$ cat src/rtl/qenc_home_sequencer.sv
// rtl/qenc_home_sequencer.sv - encoder homing handshake and motor sequencer
// Optional watchdog on the waiting states: define QENC_HOME_TIMEOUT_EN.
module qenc_home_sequencer #(
    parameter int WR_HOLD        = 3,
    parameter int SETTLE_CYCLES  = 1024,
    parameter int TIMEOUT_CYCLES = 16777216
) (
    input  logic        clk_i,
    input  logic        reset_n,
    input  logic        start_i,
    input  logic        abort_i,
    input  logic        dir_i,
    input  logic [31:0] thresh_i,
    input  logic [31:0] enc_count_i,
    input  logic        enc_stop_motor_i,
    input  logic        enc_finished_i,
    output logic        enc_cr_wr_o,
    output logic        enc_calib_mode_o,
    output logic        enc_motor_stopped_o,
    output logic        enc_thresh_wr_o,
    output logic [31:0] enc_count_thresh_o,
    output logic        motor_en_o,
    output logic        motor_dir_o,
    output logic        motor_brake_o,
    output logic        busy_o,
    output logic        done_o,
    output logic [1:0]  err_o
);

    localparam int HW = $clog2(WR_HOLD + 1);
    localparam int SW = $clog2(SETTLE_CYCLES + 1);

    typedef enum logic [2:0] {
        S_IDLE, S_ARM, S_SEEK, S_BRAKE, S_REPORT, S_WAIT_FIN, S_PROG, S_DONE
    } state_t;

    state_t      state_q, state_d;
    logic [HW-1:0] hold_q, hold_d;
    logic [SW-1:0] stable_q, stable_d;
    logic [31:0] prev_count_q;
    logic        dir_q, dir_d;
    logic [31:0] thresh_q, thresh_d;
    logic        cr_wr_q, cr_wr_d, calib_mode_q, calib_mode_d;
    logic        motor_stopped_q, motor_stopped_d, thresh_wr_q, thresh_wr_d;
    logic [31:0] count_thresh_q, count_thresh_d;
    logic        motor_en_q, motor_en_d, motor_dir_q, motor_dir_d;
    logic        brake_q, brake_d, busy_q, busy_d, done_q, done_d;
    logic [1:0]  err_q, err_d;
    logic        tmo, kill, changed, hold_done;

`ifdef QENC_HOME_TIMEOUT_EN
    localparam int TW = $clog2(TIMEOUT_CYCLES + 1);
    logic [TW-1:0] wd_q, wd_d;
    logic          wait_state;

    assign wait_state = state_q inside {S_SEEK, S_BRAKE, S_WAIT_FIN};
    assign tmo        = wait_state && (wd_q == TW'(TIMEOUT_CYCLES - 1));

    always_comb begin
        wd_d = wd_q;
        if (state_d != state_q) wd_d = '0;
        else if (wait_state)    wd_d = wd_q + 1'b1;
    end

    always_ff @(posedge clk_i or negedge reset_n) begin
        if (!reset_n) wd_q <= '0;
        else          wd_q <= wd_d;
    end
`else
    logic unused_timeout;
    assign unused_timeout = TIMEOUT_CYCLES[0];
    assign tmo = 1'b0;
`endif

    assign changed   = (enc_count_i != prev_count_q);
    assign hold_done = (hold_q == HW'(WR_HOLD - 1));
    assign kill      = (state_q != S_IDLE) && (abort_i || tmo);

    always_comb begin
        state_d  = state_q;
        stable_d = stable_q;
        dir_d    = dir_q;
        thresh_d = thresh_q;
        err_d    = err_q;
        case (state_q)
            S_IDLE: if (start_i) begin
                dir_d    = dir_i;
                thresh_d = thresh_i;
                err_d    = 2'd0;
                state_d  = S_ARM;
            end
            S_ARM:      if (hold_done) state_d = S_SEEK;
            S_SEEK:     if (enc_stop_motor_i) state_d = S_BRAKE;
            S_BRAKE: begin
                stable_d = changed ? '0 : stable_q + 1'b1;
                if (stable_d == SW'(SETTLE_CYCLES)) state_d = S_REPORT;
            end
            S_REPORT:   if (hold_done) state_d = S_WAIT_FIN;
            S_WAIT_FIN: if (enc_finished_i) state_d = S_PROG;
            S_PROG:     if (hold_done) state_d = S_DONE;
            S_DONE:     state_d = S_IDLE;
            default:    state_d = S_IDLE;
        endcase
        // Abort outranks timeout, and both outrank every normal transition.
        if (kill) begin
            state_d = S_IDLE;
            err_d   = abort_i ? 2'd2 : 2'd1;
        end
        if (state_d != state_q) begin
            hold_d   = '0;
            stable_d = '0;
        end else if (state_q inside {S_ARM, S_REPORT, S_PROG}) begin
            hold_d = hold_q + 1'b1;
        end else begin
            hold_d = hold_q;
        end

        // Outputs are registered images of the next state.
        cr_wr_d         = (state_d == S_ARM) || (state_d == S_REPORT);
        calib_mode_d    = (state_d == S_ARM);
        motor_stopped_d = (state_d == S_REPORT);
        thresh_wr_d     = (state_d == S_PROG);
        count_thresh_d  = (state_d == S_PROG) ? thresh_q : count_thresh_q;
        motor_en_d      = (state_d == S_SEEK);
        motor_dir_d     = (state_d == S_SEEK) && dir_q;
        busy_d          = (state_d != S_IDLE) && (state_d != S_DONE);
        done_d          = (state_d == S_DONE);
        case (state_d)
            S_BRAKE, S_REPORT, S_WAIT_FIN, S_PROG: brake_d = 1'b1;
            S_IDLE:  brake_d = kill ? 1'b1 : brake_q;
            default: brake_d = 1'b0;
        endcase
    end

    always_ff @(posedge clk_i or negedge reset_n) begin
        if (!reset_n) begin
            state_q         <= S_IDLE;
            hold_q          <= '0;
            stable_q        <= '0;
            prev_count_q    <= '0;
            dir_q           <= 1'b0;
            thresh_q        <= '0;
            cr_wr_q         <= 1'b0;
            calib_mode_q    <= 1'b0;
            motor_stopped_q <= 1'b0;
            thresh_wr_q     <= 1'b0;
            count_thresh_q  <= '0;
            motor_en_q      <= 1'b0;
            motor_dir_q     <= 1'b0;
            brake_q         <= 1'b0;
            busy_q          <= 1'b0;
            done_q          <= 1'b0;
            err_q           <= 2'd0;
        end else begin
            state_q         <= state_d;
            hold_q          <= hold_d;
            stable_q        <= stable_d;
            prev_count_q    <= enc_count_i;
            dir_q           <= dir_d;
            thresh_q        <= thresh_d;
            cr_wr_q         <= cr_wr_d;
            calib_mode_q    <= calib_mode_d;
            motor_stopped_q <= motor_stopped_d;
            thresh_wr_q     <= thresh_wr_d;
            count_thresh_q  <= count_thresh_d;
            motor_en_q      <= motor_en_d;
            motor_dir_q     <= motor_dir_d;
            brake_q         <= brake_d;
            busy_q          <= busy_d;
            done_q          <= done_d;
            err_q           <= err_d;
        end
    end

    assign enc_cr_wr_o         = cr_wr_q;
    assign enc_calib_mode_o    = calib_mode_q;
    assign enc_motor_stopped_o = motor_stopped_q;
    assign enc_thresh_wr_o     = thresh_wr_q;
    assign enc_count_thresh_o  = count_thresh_q;
    assign motor_en_o          = motor_en_q;
    assign motor_dir_o         = motor_dir_q;
    assign motor_brake_o       = brake_q;
    assign busy_o              = busy_q;
    assign done_o              = done_q;
    assign err_o               = err_q;

endmodule
$ cat config.mk
export PLATFORM = sky130hd
export DESIGN_NAME = qenc_home_sequencer
export DESIGN_NICKNAME = d
export VERILOG_FILES = /design/src/rtl/qenc_home_sequencer.sv
export SDC_FILE = /design/constraint.sdc
export NUM_CORES = 1
export LEC_CHECK = 0
export ABC_AREA = 1
export CORE_MARGIN = 3
export CORE_UTILIZATION = 25
export CTS_CLUSTER_SIZE = 40
export DETAILED_ROUTE_END_ITERATION = 8
export PLACE_DENSITY_LB_ADDON = 0.2
export SYNTH_ARGS = -nofsm -noshare
export SYNTH_HDL_FRONTEND = slang
export SYNTH_SLANG_ARGS = --single-unit
$ cat constraint.sdc
create_clock -name clk_i -period 6.6 [get_ports clk_i]
set_input_delay 1.32 -clock clk_i [delete_from_list [all_inputs] [get_ports clk_i]]
set_output_delay 1.32 -clock clk_i [all_outputs]
set_load 0.03 [all_outputs]
==> results of run 1 <==
-- through the flow --
| step | hold slack [ps] | worst slack (ps) | instances | instance area (µm²) |
|---|---|---|---|---|
| 6_report | 475 | 2490 | 1055 | 7740 |
| 5_1_grt | 501 | 2180 | 1055 | 7740 |
| 4_1_cts | 482 | 2430 | 1055 | 7740 |
| 3_5_place_dp | 462 | 2020 | 1023 | 7160 |
| 3_3_place_gp | 455 | 2040 | 1023 | 7160 |
| 2_1_floorplan | 476 | 3580 | 637 | 5790 |
-- cells in the mapped netlist --
cell type / number
a21oi_1: 2
ha_1: 2
dfrtp_1: 124
buf_12: 3
o21bai_2: 1
nor2_1: 36
clkbuf_2: 1
buf_8: 3
nor3_2: 1
nand2_4: 1
nor3b_2: 1
o21ai_0: 52
a41oi_1: 1
inv_2: 3
nand2_1: 148
nand3_1: 15
a22oi_1: 2
inv_1: 95
and2_1: 4
nand3_4: 1
clkbuf_1: 8
nand4_1: 6
nor3_1: 4
xor2_1: 15
xnor2_1: 19
nor4_1: 1
nor2_2: 14
o22ai_1: 2
o31ai_2: 1
o21ai_2: 32
nand3_2: 1
nand2_2: 37
buf_6: 1
-- cell families after synthesis --
logic type	after synthesis
adder cells (fa/ha/maj)	2
AO/OA/AOI/OAI	93
buffers and inverters	114
flip-flops	124
XOR/XNOR	34
AND/OR/NAND/NOR	270
-- routing by layer --
layer / vias to the layer above / wire (µm) / GRT usage
met5: - / 0 / 0
met4: 0 / 193 / 0.0397
met3: 18 / 735 / 0.0413
met2: 93 / 5770 / 0.161
met1: 1973 / 6780 / 0.158
li1: 2211 / - / -
-- power groups by stage --
stage / registers (mW) / clock network, mW / logic (mW)
final: 1.06 / 0.930 / 0.939
after global routing: 1.08 / 0.997 / 1.06
after CTS: 1.06 / 0.962 / 0.960
after detailed placement: 1.07 / 0 / 0.953
after global placement: 1.07 / 0 / 0.950
after floorplan: 1.19 / 0 / 0.495
-- area by class of cell --
cell class                      count  share of cell area
Timing Repair Buffer              117               0.150
Sequential cell                   124               0.401
Multi-Input combinational cell    399               0.280
Clock inverter                     15              0.0202
Inverter                           98              0.0475
Clock buffer                       17              0.0550
Tap cell                          285              0.0461
-- sequential cells by signal, indices dropped and copies added (netlist names) --
signal	count
enc_thresh_wr_o	1
stable_q	11
motor_dir_o	1
motor_brake_o	1
hold_q	2
dir_q	1
enc_count_thresh_o	32
busy_o	1
done_o	1
thresh_q	32
enc_motor_stopped_o	1
enc_cr_wr_o	1
prev_count_q	32
state_q	3
enc_calib_mode_o	1
err_o	2
motor_en_o	1
-- worst max-delay path, cell delays in order --
cell             delay (ps)
clkdlybuf4s50_1         450
xnor2_1                 240
and2_1                  170
nand2_1                  70
nor2_1                  110
nand2_1                  70
nor2_1                  200
o31ai_2                 110
nand3_1                 100
nand2_1                 100
nand2_2                  90
nand2_2                  90
inv_2                   110
nand3_4                 500
buf_4                   500
nand2_2                 100
o21ai_2                  50
-- path summary, 6_finish.rpt --
check | endpoint | start
worst max-delay path | enc_count_thresh_o[24]$_DFFE_PN0P_ | enc_count_i[0]
worst min-delay path | err_o[1]$_DFFE_PN0P_ | err_o[1]$_DFFE_PN0P_
worst max register to register | enc_count_thresh_o[24]$_DFFE_PN0P_ | stable_q[0]$_DFFE_PN0P_
worst min register to register | err_o[1]$_DFFE_PN0P_ | err_o[1]$_DFFE_PN0P_
max in group asynchronous | stable_q[2]$_DFFE_PN0P_ | reset_n
min in group asynchronous | prev_count_q[18]$_DFF_PN0_ | reset_n
==> results.cfg, run 1 <==
[status]
outcome = finished, final reports clean

[timing]
worst_pin_slew_ps = 729
fin_crit_ps = 4110
rsz0062_at_grt = no
hold_viol = 0
setup_viol_count_final = 0
min_period_over_period = 0.623
skew_ps = 11.5
fin_tns_setup_ps = 0
slew_viol_final = 0
fmax_mhz = 243
max_slew_margin = 0.514

[power]
p_clk_frac = 0.318
power.total_mw = 2.93
switching_power_mw = 1.09
seq_power_share = 0.361
cellPowerDensity_nw_per_um2 = 378
p_comb_frac = 0.321
vdd_drop_max_uv = 154
switching_share = 0.372
leakage_nw = 3.59
p_int_mw = 1.84

[clock_network]
htree_levels = 4
clk_path_buf_depth = 2
hold_buffers = 0
numClockSinks = 124
cts-resized-gates = 0
clk_latency_ps = 420
post-cts-setup-buffers = 0
numCtsBuffers = 17
clk_root_buffer_cell = clkbuf_16
clkTransAtPathRegs_ps = 60
tritoncts = yes

[placed_design]
io_buffers = 113
dp_hpwl_um = 9220
gp_congestion = 0.752

[final_layout]
fin_util = 0.341
drive_gt1_frac = 0.169
diodes = 0
fillers = 2366
final-seq-area_um2 = 3100
multiInputGateArea_um2 = 2170
synthToLayoutAreaGrowth_pct = 33.7
final_common_cell = nand2_1
final_cell_mix = 148 x nand2_1, 124 x dfrtp_1, 112 x clkdlybuf4s50_1
fin_nets = 830

[synth]
ys_top_cells_by_area = dfrtp_1 54%, nand2_1 9.6%, inv_1 6.2%
yosysWarnings = 0
synth_largest_area_cell = dfrtp_1
synth_xor_area_frac = 0.0514
synthSimpleGateAreaFrac = 0.213
synthAdderAreaFrac = 0.00432
synth-seq-cells = 124
synth.distinct_cells = 33
syn_area_um2 = 5790
synth_compound_area_frac = 0.105
syn_avg_cell_area_um2 = 9.09
synth_top_family_by_area = simple AND/OR/NAND/NOR gates
synthCells = 637
synth_top_area_share = 0.536
syn_nets = 710
seq_area_frac_synth = 0.536
muxShareOfSynthArea = 0

[detailed_routing]
drcViolationCount = 0
post_drt_wl_per_cell_um = 12.8
viasPerCell = 4.07
dr.pass1.iters = 4
drtIter0Drc = 237
vias = 4295
drt.antenna.violating_nets = 0
drt-total-wl_um = 13500

[worst_setup_path]
cp-start-kind = input port
critical_path_class = input port to flip-flop
critical_path_required_ps = 6900
reg2reg_slack_ps = 3300
cp_data_arrival_time_ps = 4410
end_kind = flip-flop
r2r.worst_path.cells = 16
path_max_fanout = 42

[job]
drv_cap = 0

[grt]
grt_max_degree = 77
track_usage = 0.113
grt_pass1_vias = 4360
antenna_found_initial = 0
grt_pass1_wl_um = 22100
overflow = 0

[hold_path]
hp-class = flip-flop to flip-flop
worstHoldPathCells = 2

[floorplanning]
die-width_um = 158
die_h_um = 158
design.die.area_um2 = 25000
core-area_um2 = 22700
start_util = 0.255
num_io_pins = 114
placement_rows = 55
Note: power is estimated with default switching activity, not from simulation.
==> inputs of run 2 (changes only) <==
==> constraint.sdc (replaced) <==
create_clock -name clk_i -period 3.7 [get_ports clk_i]
set_input_delay 0.74 -clock clk_i [delete_from_list [all_inputs] [get_ports clk_i]]
set_output_delay 0.74 -clock clk_i [all_outputs]
set_load 0.03 [all_outputs]
==> run 2 against run 1 <==
Against the previous run: worst hold slack worse by 180 ps; clock power up 89%; utilization up 0.31 points; via count down 0.98%; global-route usage down 0.054 points; non-clock buffer count up 1; die area unchanged; largest power group unchanged.
==> results.cfg, run 2 (synthesis results as in run 1) <==
[clock_network]
numClockSinks = 124
post-cts-setup-buffers = 0
clkTransAtPathRegs_ps = 70
tritoncts = yes
hold_buffers = 0
numCtsBuffers = 17
clk_path_buf_depth = 2
htree_levels = 4
clk_latency_ps = 420
cts-resized-gates = 0
clk_root_buffer_cell = clkbuf_16

[detailed_routing]
viasPerCell = 4.03
post_drt_wl_per_cell_um = 12.7
drt.antenna.violating_nets = 0
vias = 4253
drcViolationCount = 0
drtIter0Drc = 167
dr.pass1.iters = 4
drt-total-wl_um = 13400

[floorplanning]
die_h_um = 158
design.die.area_um2 = 25000
core-area_um2 = 22700
placement_rows = 55
num_io_pins = 114
start_util = 0.255
die-width_um = 158

[final_layout]
synthToLayoutAreaGrowth_pct = 34.9
finish.instance_area_um2 = 7810
diodes = 0
fin_nets = 831
fin_util = 0.344
drive_gt1_frac = 0.170
final_common_cell = nand2_1
fin_cells = 1056
final_cell_mix = 148 x nand2_1, 124 x dfrtp_1, 112 x clkdlybuf4s50_1

[grt]
antenna_found_initial = 0
grt_max_degree = 68
track_usage = 0.113
grt_pass1_wl_um = 21800
grt_pass1_vias = 4281
overflow = 0

[worst_setup_path]
path_max_fanout = 13
critical_path_required_ps = 4040
critical_path_class = input port to flip-flop
cp-start-kind = input port
r2r.worst_path.cells = 16
cp_data_arrival_time_ps = 3240
end_kind = flip-flop

[timing]
setup_viol_count_final = 0
fin_crit_ps = 2900
max_slew_margin = 0.581
min_period_over_period = 0.785
fin_tns_setup_ps = 0
finalWorstSetupSlack_ps = 796
rsz0062_at_grt = no
fmax_mhz = 344
hold_viol = 0
slew_viol_final = 0
fin_hold_ws_ps = 291
worst_pin_slew_ps = 629
skew_ps = 13.9

[power]
power.total_mw = 5.31
cellPowerDensity_nw_per_um2 = 680
leakage_nw = 3.62
vdd_drop_max_uv = 308

[placed_design]
placed_cells = 1024
gp_congestion = 0.748
io_buffers = 113
placed_area_um2 = 7190
dp_hpwl_um = 9190
pre_cts_ws_ps = 269

[hold_path]
hp-class = input port to asynchronous set/reset pin

[status]
outcome = finished, final reports clean

[job]
drv_cap = 0
run 2: changes by cell type in the layout (fill, tap and decap cells not counted), sizes merged:
cell      previous run  this run
buf                  5         6
bufinv               1         2
clkinv               6         2
clkinvlp             1         2
inv                105       107
run 2: path summary, 6_finish.rpt:
| path | slack [ps] | from | endpoint |
|---|---|---|---|
| setup / recovery | 800 | enc_count_i[16] | stable_q[1]$_DFFE_PN0P_ |
| hold / removal | 290 | reset_n | prev_count_q[29]$_DFF_PN0_ |
| setup reg to reg | 1120 | stable_q[0]$_DFFE_PN0P_ | stable_q[1]$_DFFE_PN0P_ |
| hold reg to reg | 480 | err_o[1]$_DFFE_PN0P_ | err_o[1]$_DFFE_PN0P_ |
| max in group asynchronous | 2650 | reset_n | thresh_q[12]$_DFFE_PN0P_ |
| min in group clk_i | 480 | err_o[1]$_DFFE_PN0P_ | err_o[1]$_DFFE_PN0P_ |
run 2: final cells by class:
class | instances | area [µm²]
well taps | 285 | 357
inverters | 98 | 368
clock buffers | 17 | 425
clock inverters | 15 | 194
fillers | 2366 | 14900
repair buffers | 118 | 1190
flip-flops and latches | 124 | 3100
multi-input cells | 399 | 2170
run 2: critical path: stages:
cell             delay, ps
clkdlybuf4s50_1        500
inv_1                   50
nand2_1                 50
nand2_1                 80
inv_1                   60
nand2_1                 40
nor2_1                 150
nand2_1                 90
nor2_2                 190
nand4_1                120
nor2_2                 160
nand4_1                120
nand2_2                160
nand2_2                110
nand2_2                 80
nand2_2                 50
nor2_2                 100
nand2_2                230
nor2_1                 170
run 2: routing by layer:
metal  routed length [µm]  GRT usage  vias up  share of wire
li1                     -          -     2206              -
met1                 6550      0.150     1941           0.49
met2                 5690      0.164       91           0.43
met3                  944     0.0500       15          0.071
met4                  175     0.0369        0          0.013
met5                    0          0        -              0
run 2: power by group:
part	internal (mW)	leakage [nW]	switching (mW)
Clock	1.03	0.299	0.726
Sequential	1.71	1.55	0.175
Combinational	0.615	1.77	1.05
==> inputs of run 3 (changes only) <==
==> constraint.sdc (replaced) <==
create_clock -name clk_i -period 3 [get_ports clk_i]
set_input_delay 0.6 -clock clk_i [delete_from_list [all_inputs] [get_ports clk_i]]
set_output_delay 0.6 -clock clk_i [all_outputs]
set_load 0.03 [all_outputs]
==> run 3 against run 2 <==
Against the previous run: sequential share of layout area fell by 0.66 points; global-route usage fell by 0.12 points; clock skew rose by 1.5 ps; critical endpoint is now enc_count_thresh_o[2]$_DFFE_PN0P_.
==> results.cfg, run 3 (synthesis results as in run 1) <==
[detailed_routing]
post_drt_wl_per_cell_um = 12.5
vias = 4309
drtIter0Drc = 152
drcViolationCount = 0
viasPerCell = 4.03
drt.antenna.violating_nets = 0
dr.pass1.iters = 4
drt-total-wl_um = 13300

[timing]
hold_viol = 0
rsz0062_at_grt = no
slew_viol_final = 0
max_slew_margin = 0.721
skew_ps = 15.4
worst_pin_slew_ps = 419
finalWorstSetupSlack_ps = 327
setup_viol_count_final = 0
fin_tns_setup_ps = 0
min_period_over_period = 0.891
fmax_mhz = 374
fin_crit_ps = 2670
fin_hold_ws_ps = 92.7

[grt]
overflow = 0
grt_pass1_vias = 4377
grt_pass1_wl_um = 21800
track_usage = 0.111
grt_max_degree = 68
antenna_found_initial = 0

[placed_design]
placed_area_um2 = 7340
dp_hpwl_um = 9510
pre_cts_ws_ps = -129
gp_congestion = 0.796
io_buffers = 113

[worst_setup_path]
worst_path_most_repeated_cell = nand2_1
r2r_end = enc_count_thresh_o[2]$_DFFE_PN0P_
end_kind = flip-flop
r2r.worst_path.cells = 16
cp-start-kind = input port
critical_path_required_ps = 3300
worstPathCellList = clkdlybuf4s50_1 -> inv_1 -> nand2_1 -> nand2_1 -> inv_1 -> nand2_1 -> nor2_1 -> nand2_1 -> nor2_2 -> nand3_1 -> nand2_1 -> nor2_2 -> nand3_1 -> nand2_1 -> nand2_2 -> nand2_2 -> inv_2 -> nand3_4 -> buf_4 -> nand2_1 -> o21ai_2
slowest_stage = clkdlybuf4s50_1
startpoint = enc_count_i[16]
cpPeakStageDelay_ps = 500
cp_data_arrival_time_ps = 2980
reg2reg_slack_ps = 470
path_max_fanout = 10
crit_family = simple AND/OR/NAND/NOR gates
critical_path_buf_inv_count = 5
reg2reg_from = stable_q[0]$_DFFE_PN0P_
critical_path_class = input port to flip-flop

[final_layout]
final-seq-area_um2 = 3100
fin_nets = 844
finish.instance_area_um2 = 7940
final_common_cell = nand2_1
diodes = 0
synthToLayoutAreaGrowth_pct = 37.1
final_cell_mix = 148 x nand2_1, 124 x dfrtp_1, 112 x clkdlybuf4s50_1
fillers = 2344
multiInputGateArea_um2 = 2170
drive_gt1_frac = 0.184

[clock_network]
numCtsBuffers = 17
hold_buffers = 0
clk_path_buf_depth = 2
clk_root_buffer_cell = clkbuf_16
tritoncts = yes
clkTransAtPathRegs_ps = 60
htree_levels = 4
clk_latency_ps = 420
post-cts-setup-buffers = 0
numClockSinks = 124
cts-resized-gates = 0

[floorplanning]
start_util = 0.255
design.die.area_um2 = 25000
die-width_um = 158
num_io_pins = 114
die_h_um = 158
placement_rows = 55
core-area_um2 = 22700

[power]
cellPowerDensity_nw_per_um2 = 834
vdd_drop_max_uv = 389
leakage_nw = 3.69
power.total_mw = 6.62

[status]
outcome = finished, final reports clean

[hold_path]
hp-class = input port to asynchronous set/reset pin

[job]
drv_cap = 0
run 3: cell count changes in the layout (fill, tap and decap cells not counted), sizes merged:
| cell | change |
|---|---|
| buf | +13 |
| bufinv | -1 |
| clkinv | +3 |
| inv | -2 |
run 3: layout make-up:
type | count | share of cell area
timing repair buffer | 131 | 0.169
tap | 285 | 0.0449
clock buffer | 17 | 0.0536
multi-input combinational | 399 | 0.273
sequential | 124 | 0.391
clock inverter | 15 | 0.0224
inverter | 98 | 0.0463
run 3: how the worst max path moves through the flow:
stage	to	cells after the start
5_1_grt	busy_o$_DFF_PN0_	19
4_1_cts	enc_count_thresh_o[2]$_DFFE_PN0P_	21
6_report	enc_count_thresh_o[2]$_DFFE_PN0P_	21
3_3_place_gp	enc_count_thresh_o[2]$_DFFE_PN0P_	21
3_5_place_dp	enc_count_thresh_o[2]$_DFFE_PN0P_	21
2_1_floorplan	enc_count_thresh_o[22]$_DFFE_PN0P_	17
run 3: routing by layer:
| metal | vias to the layer above | track usage | wire [µm] | share of wire |
|---|---|---|---|---|
| met2 | 90 | 0.168 | 5840 | 0.44 |
| met1 | 1969 | 0.145 | 6360 | 0.48 |
| met5 | - | 0 | 0 | 0 |
| li1 | 2241 | - | - | - |
| met3 | 9 | 0.0484 | 980 | 0.074 |
| met4 | 0 | 0.0336 | 144 | 0.011 |
run 3: per-stage QoR:
step	util	cells
floorplan	-	637
global placement	0.323	1037
detailed placement	0.323	1037
CTS	0.350	1069
global route	0.350	1069
finish	0.350	1069
run 3: where the power goes:
part | leakage (nW) | internal [mW] | total, mW | switching, mW
logic | 1.85 | 0.896 | 2.21 | 1.32
registers | 1.55 | 2.11 | 2.32 | 0.212
clock network | 0.290 | 1.19 | 2.09 | 0.894
run 3: worst reg2reg max path, stage by stage, from the launching register on:
cell and delay [ps]:
dfrtp_1 420, ha_1 240, nand3_1 120, inv_2 60, nand2_1 140, xor2_1 200, nor3b_2 220, nand2_2 70
inv_2 50, nand3_1 90, nand2_1 130, nand3_2 100, nand2_4 100, nand3_4 120, buf_4 220, nand2_1 90
o21ai_2 50
